--- config.mk ---
export PLATFORM = sky130hd
export DESIGN_NAME = pool_writeback
export DESIGN_NICKNAME = d
export VERILOG_FILES = /design/src/rtl/pool_writeback.sv
export SDC_FILE = /design/constraint.sdc
export NUM_CORES = 1
export LEC_CHECK = 0
export CAP_MARGIN = 20
export CORE_MARGIN = 4
export CORE_UTILIZATION = 40
export DETAILED_ROUTE_END_ITERATION = 12
export PLACE_DENSITY = 0.68
export SYNTH_ARGS = -nofsm -noshare
export SYNTH_HDL_FRONTEND = slang
export SYNTH_SLANG_ARGS = --single-unit
--- constraint.sdc ---
create_clock -name clk -period 6.85 [get_ports clk]
set_input_delay 1.37 -clock clk [delete_from_list [all_inputs] [get_ports clk]]
set_output_delay 1.37 -clock clk [all_outputs]
set_load 0.01 [all_outputs]
--- src/rtl/pool_writeback.sv ---
// pool_writeback: captures 64-bit pooled words from the max-pool stage and
// queues them in a small FIFO. It writes them to the feature-map SRAM at
// row-strided addresses, so one layer's output lands as NUM_ROWS rows of
// ROW_WORDS words each.
//
// Ports:
//   clk, rst (async, active low)
//   start            one-cycle pulse that begins a layer (ignored unless idle)
//   in_valid/in_data pooled word from upstream; byte 0 is in [7:0]
//   in_ready         word can be accepted this cycle
//   mem_req/mem_addr/mem_wdata/mem_ack  SRAM write port (req held until ack)
//   busy             not idle
//   done             one-cycle pulse after the final write is acked
//   overflow         sticky; a word arrived that could not be accepted
//
// Optional build macro POOL_WB_STATS_EN adds these outputs:
//   wr_count[15:0]     acked writes this layer (saturating)
//   stall_cycles[15:0] cycles with mem_req high and mem_ack low (saturating)
module pool_writeback #(
  parameter int FIFO_DEPTH = 4,
  parameter int ADDR_W     = 12,
  parameter int BASE_ADDR  = 0,
  parameter int ROW_WORDS  = 7,
  parameter int ROW_STRIDE = 8,
  parameter int NUM_ROWS   = 7
) (
  input  logic              clk,
  input  logic              rst,
  input  logic              start,
  input  logic              in_valid,
  input  logic [63:0]       in_data,
  output logic              in_ready,
  output logic              mem_req,
  output logic [ADDR_W-1:0] mem_addr,
  output logic [63:0]       mem_wdata,
  input  logic              mem_ack,
  output logic              busy,
  output logic              done,
  output logic              overflow
`ifdef POOL_WB_STATS_EN
  ,
  output logic [15:0]       wr_count,
  output logic [15:0]       stall_cycles
`endif
);

  localparam int TOTAL = ROW_WORDS * NUM_ROWS;
  localparam int PW    = (FIFO_DEPTH > 1) ? $clog2(FIFO_DEPTH) : 1;
  localparam int CW    = $clog2(ROW_WORDS + 1);
  localparam int RW    = $clog2(NUM_ROWS + 1);
  localparam int AW    = $clog2(TOTAL + 1);
  localparam logic [PW:0] FULL = (PW+1)'(FIFO_DEPTH);
  localparam logic [PW:0] ONE  = (PW+1)'(1);

  typedef enum logic [1:0] {S_IDLE, S_RUN, S_DRAIN, S_DONE} state_t;

  state_t          state_q, state_d;
  logic [63:0]     fifo_mem [FIFO_DEPTH];
  logic [PW-1:0]   rd_ptr, wr_ptr;
  logic [PW:0]     cnt, rem;
  logic [RW-1:0]   row_q, row_d;
  logic [CW-1:0]   col_q, col_d;
  logic [AW-1:0]   acc_q, acc_inc;
  logic [ADDR_W-1:0] addr_d;
  logic [63:0]     wdata_d;
  logic            push, pop, layer_start, last_push;

  // Handshake and status; all derive from registered state so nothing
  // here depends combinationally on the inputs except push/pop.
  always_comb begin
    in_ready    = (state_q == S_RUN) && (cnt != FULL);
    mem_req     = ((state_q == S_RUN) || (state_q == S_DRAIN)) && (cnt != '0);
    busy        = (state_q != S_IDLE);
    done        = (state_q == S_DONE);
    push        = in_valid && in_ready;
    pop         = mem_req && mem_ack;
    layer_start = (state_q == S_IDLE) && start;
    acc_inc     = acc_q + AW'(1);
    last_push   = push && (acc_inc == AW'(TOTAL));
  end

  always_comb begin
    state_d = state_q;
    case (state_q)
      S_IDLE:  if (start) state_d = S_RUN;
      S_RUN:   if (last_push) state_d = S_DRAIN;
      S_DRAIN: if (pop && (cnt == ONE)) state_d = S_DONE;
      S_DONE:  state_d = S_IDLE;
      default: state_d = S_IDLE;
    endcase
  end

  // row/col track the position of the word currently at the FIFO head.
  always_comb begin
    row_d = row_q;
    col_d = col_q;
    if (layer_start) begin
      row_d = '0;
      col_d = '0;
    end else if (pop) begin
      if (col_q == CW'(ROW_WORDS - 1)) begin
        col_d = '0;
        row_d = row_q + RW'(1);
      end else begin
        col_d = col_q + CW'(1);
      end
    end
    addr_d = ADDR_W'(BASE_ADDR) + ADDR_W'(row_d) * ADDR_W'(ROW_STRIDE)
           + ADDR_W'(col_d);
  end

  // Next head-of-FIFO value. If the FIFO is (or becomes) empty and a word
  // arrives, the new word bypasses storage into the output register so it
  // is presented the very next cycle.
  always_comb begin
    rem     = cnt - {{PW{1'b0}}, pop};
    wdata_d = mem_wdata;
    if (push && (rem == '0))
      wdata_d = in_data;
    else if (pop && (rem != '0))
      wdata_d = fifo_mem[rd_ptr + PW'(1)];
  end

  always_ff @(posedge clk or negedge rst) begin
    if (!rst) begin
      state_q   <= S_IDLE;
      rd_ptr    <= '0;
      wr_ptr    <= '0;
      cnt       <= '0;
      row_q     <= '0;
      col_q     <= '0;
      acc_q     <= '0;
      mem_addr  <= '0;
      mem_wdata <= '0;
      overflow  <= 1'b0;
    end else begin
      state_q <= state_d;
      if (push) wr_ptr <= wr_ptr + PW'(1);
      if (pop)  rd_ptr <= rd_ptr + PW'(1);
      if (push && !pop)      cnt <= cnt + ONE;
      else if (pop && !push) cnt <= cnt - ONE;
      row_q <= row_d;
      col_q <= col_d;
      if (layer_start) acc_q <= '0;
      else if (push)   acc_q <= acc_inc;
      // Address only moves on start or an accepted write, so it is stable
      // for the whole time a request waits for its ack.
      if (layer_start || pop) mem_addr <= addr_d;
      mem_wdata <= wdata_d;
      // A dropped word wins over the clear from start: data was still lost.
      if (in_valid && !in_ready) overflow <= 1'b1;
      else if (layer_start)      overflow <= 1'b0;
    end
  end

  // Payload storage needs no reset; occupancy is tracked by cnt.
  always_ff @(posedge clk) begin
    if (push) fifo_mem[wr_ptr] <= in_data;
  end

`ifdef POOL_WB_STATS_EN
  always_ff @(posedge clk or negedge rst) begin
    if (!rst) begin
      wr_count     <= '0;
      stall_cycles <= '0;
    end else if (layer_start) begin
      wr_count     <= '0;
      stall_cycles <= '0;
    end else begin
      if (pop && (wr_count != 16'hFFFF))
        wr_count <= wr_count + 16'd1;
      if (mem_req && !mem_ack && (stall_cycles != 16'hFFFF))
        stall_cycles <= stall_cycles + 16'd1;
    end
  end
`endif

endmodule

==> run metrics, run 1 <==
status complete, no violations; DIE HEIGHT 193.6 um; CTS Buf Count 38; register bit total from synthesis 348; P&R area growth vs syn 24.13%; PnR worst setup slack 2.654 ns; Filler cells 2777; DR vias 7153; TritonCTS clock tree yes; Final Max Tran Viols 0; CP Class input pin to flip-flop; total power 7.477 mW; MaxCap Viol Count 0; first-pass GRT wire length 44.53 mm; io pins 150; HP Class flip-flop to flip-flop; Synth top area share 55.81%; CP arrival 4.54 ns; core box area 33780 um2; Overall Global Routing Usage 14.87%; worst-path fanout max 33; critical path required time 7.20 ns; Max H-tree Level 2; number of synthesized flops with an enable pin 256; Die X 193.6 um; crit path launch type input pin; Top FF cell, synth edfxtp_1; largest net degree at the start of global routing 67; Post-synth ARST share 26.44%; Mapped Area 13770 um2; clock sinks 348; wire length per cell 19.84 um; Final Wtd Congestion 0.7496; hold-fix buffers at CTS 0; VDD IR max 0.2224 mV; # setup viols final 0; Area after DPL 15670 um2; Setup TNS Final 0 ns; Power Dens Cells 437.3 nW/um2; RSZ-0062 raised after global routing no; Setup Skew 0.01181 ns; total wire length 28.01 mm; CTS root buffer clkbuf_16; drt initial violations 316; Slew HR 28.52%; Residual DRC 0; commonest non-fill, non-tap cells in the layout edfxtp_1, clkdlybuf4s50_1, dfrtp_1, nor2_1, a21oi_1; Cell variety after synth 40; CTS resizes 0; IO buf count 143; worst-margin pin slew 1.072 ns; commonest non-fill, non-tap cell in the layout edfxtp_1; Synthesis Warnings 0; nets 1021; Final Hold Fails 0; CP Capture Type flip-flop; post-synthesis area per instance 17.68 um2; Row Count 67; GRT overflow 0; Routed Antenna Nets 0; min Tclk post-route 4.196 ns; period utilization 61.25%; Clock Pin Slew Worst Setup and Hold Paths 0.06 ns; Post CTS Setup Buffer Count 0; vias in the first global route 7685; Max clock buf depth 3; final instance area 17100 um2; antenna violations before repair 1; FMAX 0.2383 GHz; sequential area share after synthesis 72.53%; cell count after synthesis 779; first-pass iteration count of the detailed router 5; Skew-Pair Late Insertion Delay 0.51 ns; Starting Density 40.77%; Final HPWL DP 16.06 mm; Synth area leader edfxtp_1; Synth area leaders edfxtp_1, dfrtp_1, mux4_2; # diodes 0; share of post-route cells with drive strength above 1 15.87%; leakage 6.394 nW; vias per inst 5.066; dpl ws 2.115 ns; Die ar. 37470 um2
routing by layer:
layer  GRT usage (%)  wire, um  up-vias
li1                -         -     3284
met3           2.592      1098       37
met1           20.52     12620     3673
met5               0        12        -
met4           3.645       430        2
met2           24.87     13850      157
where the power goes:
group,internal (mW),switching [mW]
Combinational,1.17,1.06
Sequential,2.68,0.339
Clock,1.42,0.799
synth_stat cells, types with 2 or more instances:
master and n:
nor2_1 80, nand3_2 2, a21oi_1 72, xor2_1 7, mux2i_1 67, and3_1 3, buf_2 28, nand2_1 13
o21ai_0 9, mux4_2 64, edfxtp_1 256, inv_1 13, nor2b_1 3, buf_4 6, nand4_1 5, clkbuf_1 9
xnor2_1 9, ha_1 18, and3_2 3, dfrtp_1 92
area by class of cell:
| class | count | area [um2] | area share (%) |
|---|---|---|---|
| tap | 448 | 560.5 | 3.279 |
| multi-input combinational | 378 | 3551 | 20.77 |
| sequential | 348 | 9997 | 58.47 |
| timing repair buffer | 154 | 1531 | 8.958 |
| inverter | 14 | 52.55 | 0.3074 |
| clock inverter | 13 | 217.7 | 1.273 |
| clock buffer | 57 | 1186 | 6.938 |
path summary, 6_finish.rpt:
check | start | to | slack, ns | cells after the start
worst max-delay path | mem_ack | mem_wdata[42] | 2.65 | 10
worst min-delay path | overflow | overflow | 0.50 | 2
worst max register to register | cnt[0] | mem_wdata[42] | 3.06 | 12
worst min register to register | overflow | overflow | 0.50 | 2
max in group asynchronous | rst | rd_ptr[1] | 4.76 | 2
min in group asynchronous | rst | mem_wdata[7] | 0.87 | 1
sequential cells by signal, indices dropped and copies added (netlist names):
register	cells
fifo_mem	256
mem_wdata	64
acc_q	6
mem_addr	6
cnt	3
col_q	3
row_q	3
rd_ptr	2
state_q	2
wr_ptr	2
overflow	1
cell families after synthesis:
logic type | after synthesis | share of synthesized area, %
simple gates | 116 | 3.679
mux | 133 | 15.52
flops | 348 | 72.53
other cells | 1 | 0.02723
fa+ha+maj | 18 | 1.635
xor+xnor | 16 | 1.017
buf+inv | 58 | 1.998
compound gates | 89 | 3.588
worst max-delay path, stage by stage:
cell and delay (ns):
clkdlybuf4s50_1 0.51, o211ai_2 0.22, inv_2 0.29, ha_1 0.28
nor2b_1 0.14, nand4_1 0.11, buf_4 0.53, buf_4 0.64
mux2i_1 0.27, a21oi_1 0.09
through the flow:
| step | hold slack (ns) | cells | util, % |
|---|---|---|---|
| floorplan | 0.4952 | 784 | - |
| global placement | 0.4862 | 1341 | 46.37 |
| detailed placement | 0.4855 | 1341 | 46.37 |
| CTS | 0.5037 | 1411 | 50.52 |
| global route | 0.5232 | 1412 | 50.61 |
| finish | 0.5009 | 1412 | 50.61 |
(Power assumes the default switching activity.)
==> run 2: changes to the inputs <==
--- a/config.mk
+++ b/config.mk
@@ -9,7 +9,7 @@
 export CORE_MARGIN = 4
 export CORE_UTILIZATION = 40
 export DETAILED_ROUTE_END_ITERATION = 12
-export PLACE_DENSITY = 0.68
+export PLACE_DENSITY = 0.7
 export SYNTH_ARGS = -nofsm -noshare
 export SYNTH_HDL_FRONTEND = slang
 export SYNTH_SLANG_ARGS = --single-unit
==> constraint.sdc (replaced) <==
create_clock -name clk -period 3.85 [get_ports clk]
set_input_delay 0.77 -clock clk [delete_from_list [all_inputs] [get_ports clk]]
set_output_delay 0.77 -clock clk [all_outputs]
set_load 0.01 [all_outputs]
==> run 2 against run 1 <==
Compared with the run above: cell area about the same; global-route usage increased by 0.14 points; clock-buffer cell count rose by 1; core utilization is essentially flat; highest routed layer unchanged; worst setup slack worse by 2.2 ns; combinational power increased by 90%; sequential share of layout area about the same; cell count increased by 0.50%; routed wire length grew 0.34%.
==> run metrics, run 2 (same netlist as run 1, synthesis figures left out) <==
Worst R2R Start cnt[0]; core box area 33780 um2; min Tclk post-route 3.419 ns; DR vias 7269; TritonCTS clock tree yes; CTS root buffer clkbuf_16; final instance area 17110 um2; placed cell count 1348; antenna violations before repair 2; vias in the first global route 7887; Die X 193.6 um; CTS resizes 0; commonest non-fill, non-tap cells in the layout edfxtp_1, clkdlybuf4s50_1, dfrtp_1, nor2_1, a21oi_1; Routed Antenna Nets 0; Die ar. 37470 um2; Multi-input gate area 3551 um2; drt initial violations 346; first-pass iteration count of the detailed router 4; Overall Global Routing Usage 15.01%; Post CTS Setup Buffer Count 0; wire length per cell 19.81 um; Starting Density 40.77%; Reg area 9997 um2; hold-fix buffers at CTS 0; Skew-Pair Late Insertion Delay 0.51 ns; CP arrival 2.65 ns; crit path launch type flip-flop; worst-path fanout max 9; VDD IR max 0.3889 mV; Final Max Tran Viols 0; Filler cells 2781; Final HPWL DP 16.60 mm; largest net degree at the start of global routing 67; # setup viols final 0; Row Count 67; RSZ-0062 raised after global routing no; Slew HR 44.88%; worst-margin pin slew 0.8251 ns; Largest regs fifo_mem (256), mem_wdata (64); leakage 6.390 nW; Setup TNS Final 0 ns; CP Launch Point state_q[1]; commonest non-fill, non-tap cell in the layout edfxtp_1; share of post-route cells with drive strength above 1 16.08%; Hold WS 0.3340 ns; DIE HEIGHT 193.6 um; Clock Pin Slew Worst Setup and Hold Paths 0.06 ns; CTS Buf Count 38; nets 1028; CP Class flip-flop to primary output; CP Capture Type primary output; Setup Skew 0.02205 ns; Residual DRC 0; first-pass GRT wire length 45.08 mm; Power Dens Cells 763.9 nW/um2; total wire length 28.11 mm; max reg flops 256; IO buf count 143; Top reg by flops fifo_mem; critical path required time 3.08 ns; status complete, no violations; Non-Filler Instances 1419; period utilization 88.81%; Max clock buf depth 3; Area after DPL 15830 um2; GRT overflow 0; io pins 150; vias per inst 5.123; Final Wtd Congestion 0.7142; Max H-tree Level 2; Final Hold Fails 0; FMAX 0.2925 GHz; HP Class input pin to async pin; clock sinks 348; P&R area growth vs syn 24.20%; Worst Reg2Reg Path Length in Cells 12; MaxCap Viol Count 0
run 2: report_power, final:
part           total (mW)  internal, mW  switching, mW
Sequential           5.26          4.77          0.491
Clock                3.56          2.17           1.39
Combinational        4.25          2.22           2.03
run 2: routing by layer:
layer / part of all wire (%) / global-route usage, %
met4: 1.7 / 3.645
met3: 4.9 / 3.148
met1: 44 / 20.51
met2: 49 / 24.93
met5: 0.085 / 0
run 2: metrics by stage:
step	setup WS, ns	util [%]	power [mW]
6_report	0.4309	50.64	13.07
5_1_grt	0.2850	50.63	13.88
4_1_cts	0.4022	50.55	13.28
3_5_place_dp	0.6639	46.86	9.655
3_3_place_gp	0.7694	46.86	9.540
2_1_floorplan	0.6183	-	7.887
run 2: path summary, 6_finish.rpt:
path,endpoint,slack [ns]
setup / recovery,in_ready,0.43
hold / removal,mem_wdata[11],0.33
setup reg to reg,mem_wdata[19],0.96
hold reg to reg,overflow,0.49
max in group asynchronous,mem_wdata[48],2.78
min in group clk,overflow,0.49
run 2: cell type report:
class	instances	share of cell area [%]
inverter	14	0.3072
tap	448	3.277
clock inverter	11	0.6363
sequential	348	58.44
antenna	1	0.01463
multi-input combinational	378	20.76
timing repair buffer	161	9.918
clock buffer	58	6.649
run 2: critical path: stages, from the launching register on:
cell,delay (ns)
dfrtp_1,0.41
inv_1,0.11
ha_1,0.23
a21boi_1,0.70
clkdlybuf4s50_1,0.69
